`config.mk`:
```
export PLATFORM = sky130hd
export DESIGN_NAME = multi_edge_detector
export DESIGN_NICKNAME = d
export VERILOG_FILES = /design/src/rtl/edge_det_pkg.sv /design/src/rtl/edge_det_channel.sv /design/src/rtl/multi_edge_detector.sv
export SDC_FILE = /design/constraint.sdc
export NUM_CORES = 1
export LEC_CHECK = 0
export ABC_AREA = 1
export ABC_CLOCK_PERIOD_IN_PS = 2300
export BUFFER_PORTS_ARGS = -buffer_cell sky130_fd_sc_hd__buf_4
export CORE_UTILIZATION = 45
export DETAILED_ROUTE_END_ITERATION = 8
export PLACE_DENSITY = 0.67
export SLEW_MARGIN = 25
export SYNTH_ARGS = -nofsm -noshare
export SYNTH_HDL_FRONTEND = slang
export SYNTH_SLANG_ARGS = --single-unit
export TNS_END_PERCENT = 1
```
`constraint.sdc`:
```
create_clock -name clk -period 2.3 [get_ports clk]
set_input_delay 0.115 -clock clk [delete_from_list [all_inputs] [get_ports clk]]
set_output_delay 0.115 -clock clk [all_outputs]
set_load 0.005 [all_outputs]
```
`src/rtl/edge_det_pkg.sv`:
```
// Shared constants and helpers for the multi-channel edge detector.
package edge_det_pkg;

    localparam logic [1:0] EDGE_RISE = 2'b00;
    localparam logic [1:0] EDGE_FALL = 2'b01;
    localparam logic [1:0] EDGE_BOTH = 2'b10;
    localparam logic [1:0] EDGE_OFF  = 2'b11;

    // Arm counter must hold 0..sync_stages; never narrower than one bit.
    function automatic int arm_cnt_w(input int sync_stages);
        int w;
        w = $clog2(sync_stages + 1);
        return (w < 1) ? 1 : w;
    endfunction

endpackage

```
`src/rtl/edge_det_channel.sv`:
```
// One channel: optional synchroniser, edge select, pulse flop, sticky pending
// flag and saturating event counter with overflow.
module edge_det_channel
    import edge_det_pkg::*;
#(
    parameter int SYNC_STAGES = 2,
    parameter int CNT_W       = 8
) (
    input  logic             clk,
    input  logic             rst,
    input  logic             sig_in,
    input  logic [1:0]       edge_sel,
    input  logic             armed,
    input  logic             ack,
    input  logic             cnt_clr,
    output logic             pulse,
    output logic             pending,
    output logic [CNT_W-1:0] count,
    output logic             overflow
);

    localparam logic [CNT_W-1:0] CNT_MAX = '1;
    localparam logic [CNT_W-1:0] CNT_ONE = CNT_W'(1);

    logic             w_s;
    logic             w_raw_rise;
    logic             w_raw_fall;
    logic             w_raw_edge;
    logic             w_edge;
    logic             r_prev;
    logic             r_pulse;
    logic             r_pending;
    logic [CNT_W-1:0] r_count;
    logic             r_overflow;

    generate
        if (SYNC_STAGES == 0) begin : g_nosync
            assign w_s = sig_in;
        end else begin : g_sync
            logic [SYNC_STAGES-1:0] r_sync;
            always_ff @(posedge clk or negedge rst) begin
                if (!rst) r_sync <= '0;
                else      r_sync <= SYNC_STAGES'({r_sync, sig_in});
            end
            assign w_s = r_sync[SYNC_STAGES-1];
        end
    endgenerate

    assign w_raw_rise = w_s & ~r_prev;
    assign w_raw_fall = ~w_s & r_prev;

    always_comb begin
        w_raw_edge = 1'b0;
        case (edge_sel)
            EDGE_RISE: w_raw_edge = w_raw_rise;
            EDGE_FALL: w_raw_edge = w_raw_fall;
            EDGE_BOTH: w_raw_edge = w_raw_rise | w_raw_fall;
            default:   w_raw_edge = 1'b0;
        endcase
    end

    assign w_edge = w_raw_edge & armed;

    // prev follows s unconditionally so mode switches and arming never fake an edge.
    always_ff @(posedge clk or negedge rst) begin
        if (!rst) begin
            r_prev     <= 1'b0;
            r_pulse    <= 1'b0;
            r_pending  <= 1'b0;
            r_count    <= '0;
            r_overflow <= 1'b0;
        end else begin
            r_prev    <= w_s;
            r_pulse   <= w_edge;
            r_pending <= w_edge | (r_pending & ~ack);
            if (cnt_clr) begin
                r_count    <= w_edge ? CNT_ONE : '0;
                r_overflow <= 1'b0;
            end else if (w_edge) begin
                if (r_count == CNT_MAX) r_overflow <= 1'b1;
                else                    r_count    <= r_count + CNT_ONE;
            end
        end
    end

    assign pulse    = r_pulse;
    assign pending  = r_pending;
    assign count    = r_count;
    assign overflow = r_overflow;

endmodule

```
`src/rtl/multi_edge_detector.sv`:
```
// CHANNELS independent edge detectors sharing one edge mode and one arm
// counter that holds detection off until the synchronisers have filled.
module multi_edge_detector
    import edge_det_pkg::*;
#(
    parameter int CHANNELS    = 4,
    parameter int SYNC_STAGES = 2,
    parameter int CNT_W       = 8
) (
    input  logic                      clk,
    input  logic                      rst,
    input  logic [CHANNELS-1:0]       sig_in,
    input  logic [1:0]                edge_sel,
    input  logic [CHANNELS-1:0]       ack,
    input  logic                      cnt_clr,
    output logic [CHANNELS-1:0]       pulse,
    output logic [CHANNELS-1:0]       pending,
    output logic [CHANNELS*CNT_W-1:0] count,
    output logic [CHANNELS-1:0]       overflow,
    output logic                      armed
);

    localparam int               ARM_W    = arm_cnt_w(SYNC_STAGES);
    localparam logic [ARM_W-1:0] ARM_LAST = ARM_W'(SYNC_STAGES);
    localparam logic [ARM_W-1:0] ARM_ONE  = ARM_W'(1);

    logic [ARM_W-1:0] r_arm_cnt;
    logic             r_armed;

    // armed rises on the (SYNC_STAGES+1)th clock after release, then sticks.
    always_ff @(posedge clk or negedge rst) begin
        if (!rst) begin
            r_arm_cnt <= '0;
            r_armed   <= 1'b0;
        end else if (!r_armed) begin
            if (r_arm_cnt == ARM_LAST) r_armed   <= 1'b1;
            else                       r_arm_cnt <= r_arm_cnt + ARM_ONE;
        end
    end

    assign armed = r_armed;

    generate
        for (genvar i = 0; i < CHANNELS; i++) begin : g_ch
            edge_det_channel #(
                .SYNC_STAGES (SYNC_STAGES),
                .CNT_W       (CNT_W)
            ) u_ch (
                .clk      (clk),
                .rst      (rst),
                .sig_in   (sig_in[i]),
                .edge_sel (edge_sel),
                .armed    (r_armed),
                .ack      (ack[i]),
                .cnt_clr  (cnt_clr),
                .pulse    (pulse[i]),
                .pending  (pending[i]),
                .count    (count[i*CNT_W +: CNT_W]),
                .overflow (overflow[i])
            );
        end
    endgenerate

endmodule

```
# == Word-level counts from Yosys, hierarchy flattened ==
# Index checks and enable logic that the tools add are counted.
# Widths: inputs -> output; s select.
# totals
regBits,59
inputBits,13
out_inout_bits,45
elab_cells,132
# op_classes
n_addsub,5
n_eq_ne,11
n_mux,34
bitwise_logic,38
n_reduce_logical,18
# ops
op,count
$mux 8,12
$add 8x1->8 const B,4
$eq 8x8->1 const B,4
$mux 1,18
$reduce_and 2->1,9
$and 1x1->1,16
$reduce_bool 2->1,8
$not 1->1,14
$pmux 1 s3,4
$ne 2x2->1 const B,4
$or 1x1->1,8
$eq 2x2->1 const B,2
$add 2x1->2 const B,1
$eq 2x1->1 const B,1
$logic_not 2->1,1

# == Longest topological paths before layout ==
# Gate-level depths: netlist (run 1).
# logic_depth
ltp_word,7
depth_mapped,9
depth_no_buf,9

# == Cells and area by module ==
# A second synthesis (run 1) with hierarchy kept.
# unflattened
cells_unflattened,402
area_unflattened_um2,3218.1
# modules_own_cells
mod,instances,cells_each,area_per_inst_um2,seq_area_each_um2
edge_det_channel,4,97,772.0,350.3
multi_edge_detector,1,14,130.1,75.1

# == Least setup slack after synthesis (run 1) ==
# OpenSTA, ideal clock, no wires.
# synth_path
path_kind,flip-flop to flip-flop
startpoint,register g_ch[1].u_ch.g_sync.r_sync[1]
endpoint,register g_ch[1].u_ch.r_count[6]
setup_ns,0.119
arrival_time_ns,1.266
t_required_ns,2.181
setup_slack_ns,0.915
path_stages_with_launch,10
n_path_buf,0
synth_period_minus_slack_ns,1.385
cell_sequence,dfrtp_1 > inv_1 > ha_1 > nand3b_1 > nand3_1 > nand2_2 > nand2_2 > nand2_4 > nand2_1 > nand2_1
# synth_via
elab_chain_cells,7
elab_cells_between_ends,8
classes_between,mux (1); bitwise (5); reduce/logical (2)
# synth_rtl
item,line,rtl
start: declaration,edge_det_channel.sv:40,logic [SYNC_STAGES-1:0] r_sync;
start signal: assignment,edge_det_channel.sv:43,"else r_sync <= SYNC_STAGES'({r_sync, sig_in});"
$not 1->1,edge_det_channel.sv:50,assign w_raw_fall = ~w_s & r_prev;
$and 1x1->1,edge_det_channel.sv:50,
$or 1x1->1,edge_det_channel.sv:57,EDGE_BOTH: w_raw_edge = w_raw_rise | w_raw_fall;
$pmux 1 s3 *,edge_det_channel.sv:54,case (edge_sel)
$and 1x1->1 *,edge_det_channel.sv:62,assign w_edge = w_raw_edge & armed;
$reduce_bool 2->1 (no source line) *,n/a,
$reduce_and 2->1 (no source line) *,n/a,
end signal: assignment,edge_det_channel.sv:77,r_count <= w_edge ? CNT_ONE : '0;
end signal: assignment,edge_det_channel.sv:81,else r_count <= r_count + CNT_ONE;
end: declaration,edge_det_channel.sv:33,logic [CNT_W-1:0] r_count;
# Every way passes the cells marked *; elsewhere a longest branch is shown, timed or not.
# A chain may end at the register's enable or synchronous reset.

# == Worst setup path in the final report (run 1) ==
# layout_path
startpoint,register g_ch[1].u_ch.g_sync.r_sync[1]
endpoint,register g_ch[1].u_ch.r_count[2]
# Same word-level chain as after synthesis.

==> results of run 1 <==
worst max-delay path, cell delays in order, from the launching register on:
cell and delay, ns:
dfrtp_1 0.38, inv_1 0.05, ha_1 0.28, nand3b_1 0.15, nand3_1 0.09, nand2_2 0.09, nand2_2 0.20, nand2_4 0.12
nand2_1 0.08, nand2_1 0.05
power breakdown:
group	leakage, nW	switching, mW	internal, mW
clock	0.0997	0.394	0.509
sequential	0.768	0.0500	1.09
combinational	1.25	0.153	0.128
cell families after synthesis:
| kind of cell | synth area share (%) |
|---|---|
| flops | 45.86 |
| compound gates | 3.576 |
| fa+ha+maj | 5.053 |
| buf+inv | 9.444 |
| simple gates | 34.43 |
| xor+xnor | 1.632 |
cells in the mapped netlist, drive strengths merged:
cell type and count:
clkbuf 6, ha 13, buf 14, nand4 5, nand3 50, inv 48, nand3b 6, nor2 38
nor3 2, dfrtp 59, xnor2 1, xor2 5, nand2 136, o21bai 4, o21ai 13, nor3b 5
a21oi 4
final timing paths:
check / cells past startpoint / end
max: 9 / g_ch[1].u_ch.count[2]$_DFFE_PN0P_
min: 2 / g_ch[3].u_ch.overflow$_DFFE_PN0P_
max reg2reg: 9 / g_ch[1].u_ch.count[2]$_DFFE_PN0P_
min reg2reg: 0 / g_ch[1].u_ch.g_sync.r_sync[1]$_DFF_PN0_
max in group asynchronous: 2 / g_ch[0].u_ch.overflow$_DFFE_PN0P_
min in group asynchronous: 2 / g_ch[3].u_ch.count[0]$_DFFE_PN0P_
repair_timing:
action                                  in CTS  in global routing
hold buffers                                 9                  0
hold endpoints to repair                    67                  0
endpoints found under the setup margin       0                  0
registers in the layout, summed over array words and instances, names as in the netlist:
signal                   flops
g_ch.u_ch.g_sync.r_sync      8
g_ch.u_ch.pulse              4
g_ch.u_ch.pending            4
g_ch.u_ch.count             32
armed                        1
g_ch.u_ch.overflow           4
r_arm_cnt                    2
g_ch.u_ch.r_prev             4
per-layer routing:
layer	global-route usage, %	routed length [um]	vias up
li1	-	-	1395
met4	9.545	155	0
met3	3.905	315	15
met1	27.84	3290	1309
met5	0	0	-
met2	31.67	3027	65
through the flow:
stage	hold slack, ns	setup WS [ns]
2_1_floorplan	-0.1806	0.9151
3_3_place_gp	0.2242	0.7185
3_5_place_dp	0.2253	0.7234
4_1_cts	0.1653	0.7044
5_1_grt	0.2051	0.5200
6_report	0.1833	0.7233
final cells by class:
class | count | area, um2
multi-input combinational | 282 | 1439
sequential | 59 | 1476
inverter | 48 | 180.2
timing repair buffer | 67 | 525.5
clock buffer | 15 | 186.4
fill | 636 | 2937
tap | 96 | 120.1
clock inverter | 1 | 5.005
==> flow_metrics.tcl, run 1 <==
set metrics [dict create \
    synth_fp_nets 435 \
    drc 0 \
    final_common_cell "nand2_1" \
    syn_to_final_growth_pct 22.15 \
    reg2reg_from "g_ch[1].u_ch.g_sync.r_sync[1]$_DFF_PN0_" \
    cts_inserted_buffers 9 \
    cts_resized 0 \
    grtUsageTotal_pct 20.46 \
    cp-start-kind "register" \
    die_w_um 86.58 \
    ios 58 \
    p_per_area_nw_per_um2 591.3 \
    cts_setup_buffers 0 \
    synth_top_area_share_pct 45.86 \
    status "complete, no violations" \
    yosysSeqAreaShare_pct 45.86 \
    layout_common_cells "nand2_1 (129), dfrtp_1 (59), buf_4 (58)" \
    critical_path_required_ns 2.53 \
    layout_min_cycle_time_ns 1.577 \
    netlist_instances 409 \
    cts_buffer_depth 2 \
    rows 30 \
    crit_path_max_fanout 8 \
    hold_viol_final 0 \
    gp_congestion 0.8317 \
    fin_cells 568 \
    fmax_mhz 634.3 \
    hp-class "input port to register" \
    setup.worst_path.start "g_ch[1].u_ch.g_sync.r_sync[1]$_DFF_PN0_" \
    wl_um 6788 \
    critPathKind "register to register" \
    synth_top_cell_by_area "dfrtp_1" \
    synthTopCellsByArea "dfrtp_1 (46%), nand2_1 (15%), nand3_1 (7.0%)" \
    min_from "cnt_clr" \
    placedInstanceArea_um2 3651 \
    drt_iter0_markers 132 \
    initial_utilization_pct 46.87 \
    grt_pass1_wl_um 11810 \
    nets 493 \
    post-route-cell-area_um2 3933 \
    cts_tree "done" \
    drive_above_1_share_pct 18.86 \
    drt_pass1_iterations 5 \
    grt_max_degree 60 \
    p_leak_nw 2.121 \
    finalSetupTns_ns 0 \
    reg2reg_slack_ns 0.72 \
    clock_sinks 59 \
    finalPower_mw 2.325 \
    grt_pass1_vias 2612 \
    syn_area_um2 3219 \
    die-area_um2 7496 \
    vias 2784 \
    synth.yosys.warnings 0 \
    post-route-util_pct 57.25 \
    slew_viol_final 0 \
    post-route-period-util_pct 68.55 \
    port_buffers 57 \
    rsz0062_at_grt "false" \
    maxCapViolCount 0 \
    n_antenna_cell 0 \
    antenna_left 0 \
    htree_levels 3 \
    insertion_delay_ns 0.34 \
    core_um2 6869 \
    wire_per_inst_um 11.95 \
    viasPerCell 4.901 \
    critPathArrivalTime_ns 1.81 \
    ys_seq_elements 59 \
    die_height_um 86.58 \
    overflow 0 \
    relSlewSlack_pct 51.47 \
    dp_hpwl_um 4731 \
    ys_types 26 \
    dpl.cell_count 543 \
    worst_slew_pin_slew_ns 0.7280 \
    synth_area_per_cell_um2 7.871 \
    clock_skew_ns 0.007276 \
    root_buffer "clkbuf_8" \
    finalSetupViolations 0 \
    vdd_drop_max_v 0.0003835 \
    antenna_found_initial 0 \
    cp-end-kind "register" \
    clk_pin_slew_ns 0.07 \
]
Power figures use the tool's default switching activity.
==> run 2: changes to the inputs <==
--- a/config.mk
+++ b/config.mk
@@ -6,7 +6,7 @@
 export NUM_CORES = 1
 export LEC_CHECK = 0
 export ABC_AREA = 1
-export ABC_CLOCK_PERIOD_IN_PS = 2300
+export ABC_CLOCK_PERIOD_IN_PS = 1500
 export BUFFER_PORTS_ARGS = -buffer_cell sky130_fd_sc_hd__buf_4
 export CORE_UTILIZATION = 45
 export DETAILED_ROUTE_END_ITERATION = 8
==> constraint.sdc (replaced) <==
create_clock -name clk -period 1.5 [get_ports clk]
set_input_delay 0.075 -clock clk [delete_from_list [all_inputs] [get_ports clk]]
set_output_delay 0.075 -clock clk [all_outputs]
set_load 0.005 [all_outputs]
==> flow_metrics.tcl, run 2 (synthesized netlist as in run 1, its figures left out) <==
set metrics [dict create \
    status "complete, no violations" \
    gp_congestion 0.8440 \
    critical_path_required_ns 1.77 \
    wl_um 7110 \
    critPathArrivalTime_ns 1.77 \
    insertion_delay_ns 0.33 \
    critPathCapture "g_ch[2].u_ch.count[5]$_DFFE_PN0P_" \
    post-route-period-util_pct 99.81 \
    maxCapViolCount 0 \
    clock_sinks 59 \
    slowest_delay_ns 0.34 \
    crit_path_max_fanout 9 \
    layout_min_cycle_time_ns 1.497 \
    die_w_um 86.58 \
    reg2reg_from "g_ch[2].u_ch.g_sync.r_sync[1]$_DFF_PN0_" \
    slowest_stage "dfrtp_1" \
    layout_common_cells "nand2_1 (128), buf_4 (84), dfrtp_1 (59)" \
    worst_slew_pin_slew_ns 0.4655 \
    drt_pass1_iterations 4 \
    drive_above_1_share_pct 25.25 \
    crit_chain "inv_1, ha_1, nand3b_1, nand3_2, nand3_2, nand2_4, nand2_1, nand2_1" \
    port_buffers 57 \
    clock_skew_ns 0.007379 \
    viasPerCell 4.746 \
    fmax_mhz 668.0 \
    worst_hold_slack_ns 0.1691 \
    cts_inserted_buffers 9 \
    dp_hpwl_um 5096 \
    slew_viol_final 0 \
    largest_reg_flops 32 \
    p_leak_nw 2.289 \
    final_common_cell "nand2_1" \
    wire_per_inst_um 11.95 \
    overflow 0 \
    grt_pass1_wl_um 12100 \
    rsz0062_at_grt "true" \
    p_per_area_nw_per_um2 876.6 \
    grt_pass1_vias 2690 \
    antenna_left 0 \
    clk_pin_slew_ns 0.07 \
    cts_tree "done" \
    die-area_um2 7496 \
    core_um2 6869 \
    drt_iter0_markers 141 \
    reg2reg_slack_ns 0.003 \
    vdd_drop_max_v 0.0007175 \
    setup_slack_ns 0.002896 \
    cp-start-kind "register" \
    cp-end-kind "register" \
    root_buffer "clkbuf_8" \
    r2r_end "g_ch[2].u_ch.count[5]$_DFFE_PN0P_" \
    post-route-util_pct 61.55 \
    grt_max_degree 33 \
    relSlewSlack_pct 68.97 \
    rows 30 \
    ios 58 \
    r2r_cells 8 \
    die_height_um 86.58 \
    n_antenna_cell 0 \
    grtUsageTotal_pct 20.73 \
    pre_cts_ws_ns -0.03877 \
    initial_utilization_pct 46.87 \
    htree_levels 3 \
    vias 2824 \
    hp-class "input port to register" \
    hold_viol_final 0 \
    finalSetupViolations 0 \
    critPathKind "register to register" \
    drc 0 \
    nets 521 \
    cts_buffer_depth 2 \
    syn_to_final_growth_pct 31.33 \
    setup.worst_path.start "g_ch[2].u_ch.g_sync.r_sync[1]$_DFF_PN0_" \
    antenna_found_initial 0 \
]
-- run 2: worst max-delay path, delay by kind of cell, from the launching register on --
family                     cells  cell delay (ns)
buffers and inverters          1             0.04
DFF                            1             0.34
and+or+nand+nor                6             0.79
adders and majority gates      1             0.27
-- run 2: report_power, final --
group,total (mW),internal (mW),switching [mW]
Sequential,1.72,1.67,0.0455
Combinational,0.575,0.277,0.298
Clock,1.41,0.814,0.599
Total,3.71,2.76,0.943
-- run 2: layout make-up --
type | count | area, um2
inverter | 48 | 182.7
fill | 635 | 2641
sequential | 59 | 1476
timing repair buffer | 95 | 760.7
tap | 96 | 120.1
clock buffer | 14 | 192.7
clock inverter | 1 | 5.005
multi-input combinational | 282 | 1490
-- run 2: worst min-delay path by stage --
stage	from	end	cells past startpoint
after global placement	rst	g_ch[3].u_ch.pulse$_DFF_PN0_	1
final	cnt_clr	g_ch[1].u_ch.count[5]$_DFFE_PN0P_	4
after CTS	cnt_clr	g_ch[1].u_ch.count[5]$_DFFE_PN0P_	4
after floorplan	rst	armed$_DFF_PN0_	0
after detailed placement	rst	g_ch[3].u_ch.pulse$_DFF_PN0_	1
after global routing	cnt_clr	g_ch[3].u_ch.count[7]$_DFFE_PN0P_	4
-- run 2: per-stage QoR --
stage | total power, mW | setup TNS, ns | area [um2] | std cells
after CTS | 3.730 | 0 | 4182 | 594
after detailed placement | 2.289 | -0.2345 | 3879 | 570
final | 3.706 | 0 | 4228 | 595
after global routing | 3.893 | -1.447 | 4228 | 595
after global placement | 2.270 | 0 | 3879 | 570
after floorplan | 2.003 | 0 | 3219 | 409
-- run 2: per-layer routing --
metal  global-route usage (%)  part of all wire [%]  wire length [um]
met1                    27.44                    47              3374
met5                        0                     0                 0
met3                    3.619                   3.9               274
met2                    33.04                    47              3326
met4                    10.00                   1.9               135
-- run 2: what timing repair did --
action,CTS,global route
endpoints found under the setup margin,12,34
endpoints found under the hold margin,38,0
pin swaps,0,3
setup buffers,0,1
resized for setup,3,12
cloned,0,0
hold buffers,9,0
==> run 3: changes to the inputs <==
--- a/config.mk
+++ b/config.mk
@@ -10,9 +10,10 @@
 export BUFFER_PORTS_ARGS = -buffer_cell sky130_fd_sc_hd__buf_4
 export CORE_UTILIZATION = 45
 export DETAILED_ROUTE_END_ITERATION = 8
-export PLACE_DENSITY = 0.67
+export PLACE_DENSITY_LB_ADDON = 0.1
 export SLEW_MARGIN = 25
 export SYNTH_ARGS = -nofsm -noshare
 export SYNTH_HDL_FRONTEND = slang
+export SYNTH_HIERARCHICAL = 1
 export SYNTH_SLANG_ARGS = --single-unit
 export TNS_END_PERCENT = 1
==> flow_metrics.tcl, run 3 <==
set metrics [dict create \
    post-route-cell-area_um2 4454 \
    worst_slew_pin_slew_ns 0.6903 \
    finalPower_mw 3.780 \
    dpl.cell_count 566 \
    finalSetupViolations 0 \
    drt_pass1_iterations 4 \
    clk_pin_slew_ns 0.06 \
    vdd_drop_max_v 0.0003913 \
    cts_tree "done" \
    drive_above_1_share_pct 30.99 \
    finalSetupTns_ns 0 \
    synthFlopType "dfrtp_1" \
    largest_reg_flops 32 \
    internal_power_mw 2.849 \
    syn_area_um2 3218 \
    relSlewSlack_pct 53.98 \
    die-area_um2 7494 \
    insertion_delay_ns 0.33 \
    grt_pass1_wl_um 11720 \
    port_buffers 57 \
    synth_top_area_share_pct 45.88 \
    clock_skew_ns 0.006535 \
    synth_top_cell_by_area "dfrtp_1" \
    clock_sinks 59 \
    netSwitchingPower_mw 0.9312 \
    clockPowerShare_pct 39.6 \
    r2r_cells 9 \
    synthArstFlopShare_pct 100.0 \
    critical_path_required_ns 1.72 \
    synthTopCellsByArea "dfrtp_1 (46%), nand2_1 (18%), nand3_1 (5.6%)" \
    post-route-period-util_pct 96.54 \
    die_w_um 86.57 \
    drc 0 \
    ios 58 \
    power_frac_seq_pct 45.4 \
    reg2reg_from "g_ch[0].u_ch/g_sync.r_sync[1]$_DFF_PN0_" \
    root_buffer "clkbuf_8" \
    maxCapViolCount 0 \
    pre_cts_ws_ns -0.03680 \
    rows 30 \
    core_um2 6869 \
    nets 534 \
    p_leak_nw 2.347 \
    netlist_instances 402 \
    cp-start-kind "register" \
    synth.yosys.warnings 6 \
    wl_um 7034 \
    synth_common_cells "nand2_1 (152), dfrtp_1 (59), inv_1 (43)" \
    syn_to_final_growth_pct 38.41 \
    p_per_area_nw_per_um2 848.6 \
    top_layer "met4" \
    die_height_um 86.57 \
    layout_common_cells "nand2_1 (137), buf_4 (82), dfrtp_1 (59)" \
    slew_viol_final 0 \
    vias 2867 \
    antenna_found_initial 0 \
    grtUsageTotal_pct 20.36 \
    cts_buffer_depth 2 \
    gp_congestion 0.8154 \
    grt_pass1_vias 2545 \
    swShare_pct 24.64 \
    holdPathStages 3 \
    antenna_left 0 \
    grt_max_degree 32 \
    rsz0062_at_grt "true" \
    synth_edf_count 0 \
    yosysMostFrequentCell "nand2_1" \
    fmax_mhz 690.6 \
    setup_slack_ns 0.05191 \
    pwr-share-comb_pct 15.1 \
    worst_hold_slack_ns 0.1511 \
    viasPerCell 4.708 \
    critPathArrivalTime_ns 1.67 \
    ys_types 20 \
    reg2reg_slack_ns 0.05 \
    critPathKind "register to register" \
    post-route-util_pct 64.85 \
    dp_hpwl_um 4824 \
    drt_iter0_markers 78 \
    yosysSeqAreaShare_pct 45.88 \
    hp-class "input port to register" \
    hold_path_end "g_ch[2].u_ch/pulse$_DFF_PN0_" \
    synth_area_per_cell_um2 8.005 \
    initial_utilization_pct 46.85 \
    wl_met3_um 240 \
    fillerInstances 595 \
    cp-end-kind "register" \
    final_common_cell "nand2_1" \
    placedInstanceArea_um2 3861 \
    overflow 0 \
    ys_seq_elements 59 \
    crit_path_max_fanout 8 \
    layout_min_cycle_time_ns 1.448 \
    htree_levels 3 \
    cts_inserted_buffers 9 \
    min_from "edge_sel[0]" \
    hold_viol_final 0 \
    fin_cells 609 \
    status "complete, no violations" \
    route.met2.wl_um 3228 \
    wire_per_inst_um 11.55 \
    r2r_end "g_ch[0].u_ch/count[2]$_DFFE_PN0P_" \
    synth_fp_nets 428 \
    drt-met1-wl_um 3431 \
    n_antenna_cell 0 \
]
run 3: changes by cell type after synthesis, sizes merged, moves of 3 or more:
cell    change
xnor2       +3
a21oi       -4
inv         +7
nand3       -6
o21ai       -3
clkbuf      -6
nand4       +7
nor2        -9
a21boi      +4
buf        -14
nand2      +24
nand3b      -6
o21bai      -4
xor2        +3
run 3: how the worst max path moves through the flow:
stage	to	from	slack, ns	depth (start not counted)
finish	g_ch[0].u_ch/count[2]$_DFFE_PN0P_	g_ch[0].u_ch/g_sync.r_sync[1]$_DFF_PN0_	0.05	9
global route	g_ch[1].u_ch/count[3]$_DFFE_PN0P_	g_ch[1].u_ch/r_prev$_DFF_PN0_	-0.06	10
CTS	g_ch[3].u_ch/count[0]$_DFFE_PN0P_	g_ch[3].u_ch/r_prev$_DFF_PN0_	-0.004	10
detailed placement	g_ch[1].u_ch/count[3]$_DFFE_PN0P_	g_ch[1].u_ch/g_sync.r_sync[1]$_DFF_PN0_	-0.04	9
global placement	g_ch[0].u_ch/count[7]$_DFFE_PN0P_	g_ch[0].u_ch/g_sync.r_sync[1]$_DFF_PN0_	-0.005	9
floorplan	g_ch[0].u_ch/count[6]$_DFFE_PN0P_	g_ch[0].u_ch/r_prev$_DFF_PN0_	0.15	10
run 3: routing by layer:
| metal | GRT usage, % | vias up |
|---|---|---|
| met1 | 27.07 | 1317 |
| li1 | - | 1480 |
| met2 | 32.18 | 58 |
| met4 | 10.15 | 0 |
| met3 | 3.524 | 12 |
| met5 | 0 | - |
run 3: repair_timing:
item	CTS	global route
pin swaps	12	23
gates resized for setup	7	29
hold buffers	9	0
setup buffers	11	7
endpoints found under the hold margin	37	0
setup endpoints to repair	20	37
run 3: power groups by stage:
stage	registers (mW)	clock network (mW)	logic, mW
2_1_floorplan	1.75	0	0.176
5_1_grt	1.72	1.62	0.635
3_5_place_dp	1.74	0	0.445
3_3_place_gp	1.74	0	0.439
4_1_cts	1.71	1.54	0.515
6_report	1.71	1.50	0.569
run 3: kinds of logic (layout without fill, tap and decap cells):
logic type | count (synthesis) | in the layout | share of synthesized area, %
flip-flops | 59 | 59 | 45.88
AND/OR/NAND/NOR | 249 | 249 | 36.90
buffers and inverters | 55 | 166 | 6.415
XOR/XNOR | 12 | 12 | 3.266
AO/OA/AOI/OAI | 14 | 14 | 2.488
adder cells (fa/ha/maj) | 13 | 13 | 5.055
run 3: cell type report:
class	count	area, um2	area share, %
multi-input combinational	288	1677	37.64
sequential	59	1476	33.15
timing repair buffer	95	768.2	17.25
inverter	55	206.4	4.635
clock buffer	15	176.4	3.961
tap	96	120.1	2.697
clock inverter	1	30.03	0.6742
run 3: worst max-delay path, stage by stage, from the launching register on:
cell and delay [ns]:
dfrtp_1 0.40, ha_1 0.29, nand2_1 0.07, nand3_2 0.09, nand2_2 0.10, nand2_4 0.06, nand2_4 0.13, nand2_8 0.08
nand2_1 0.07, nand2_1 0.05
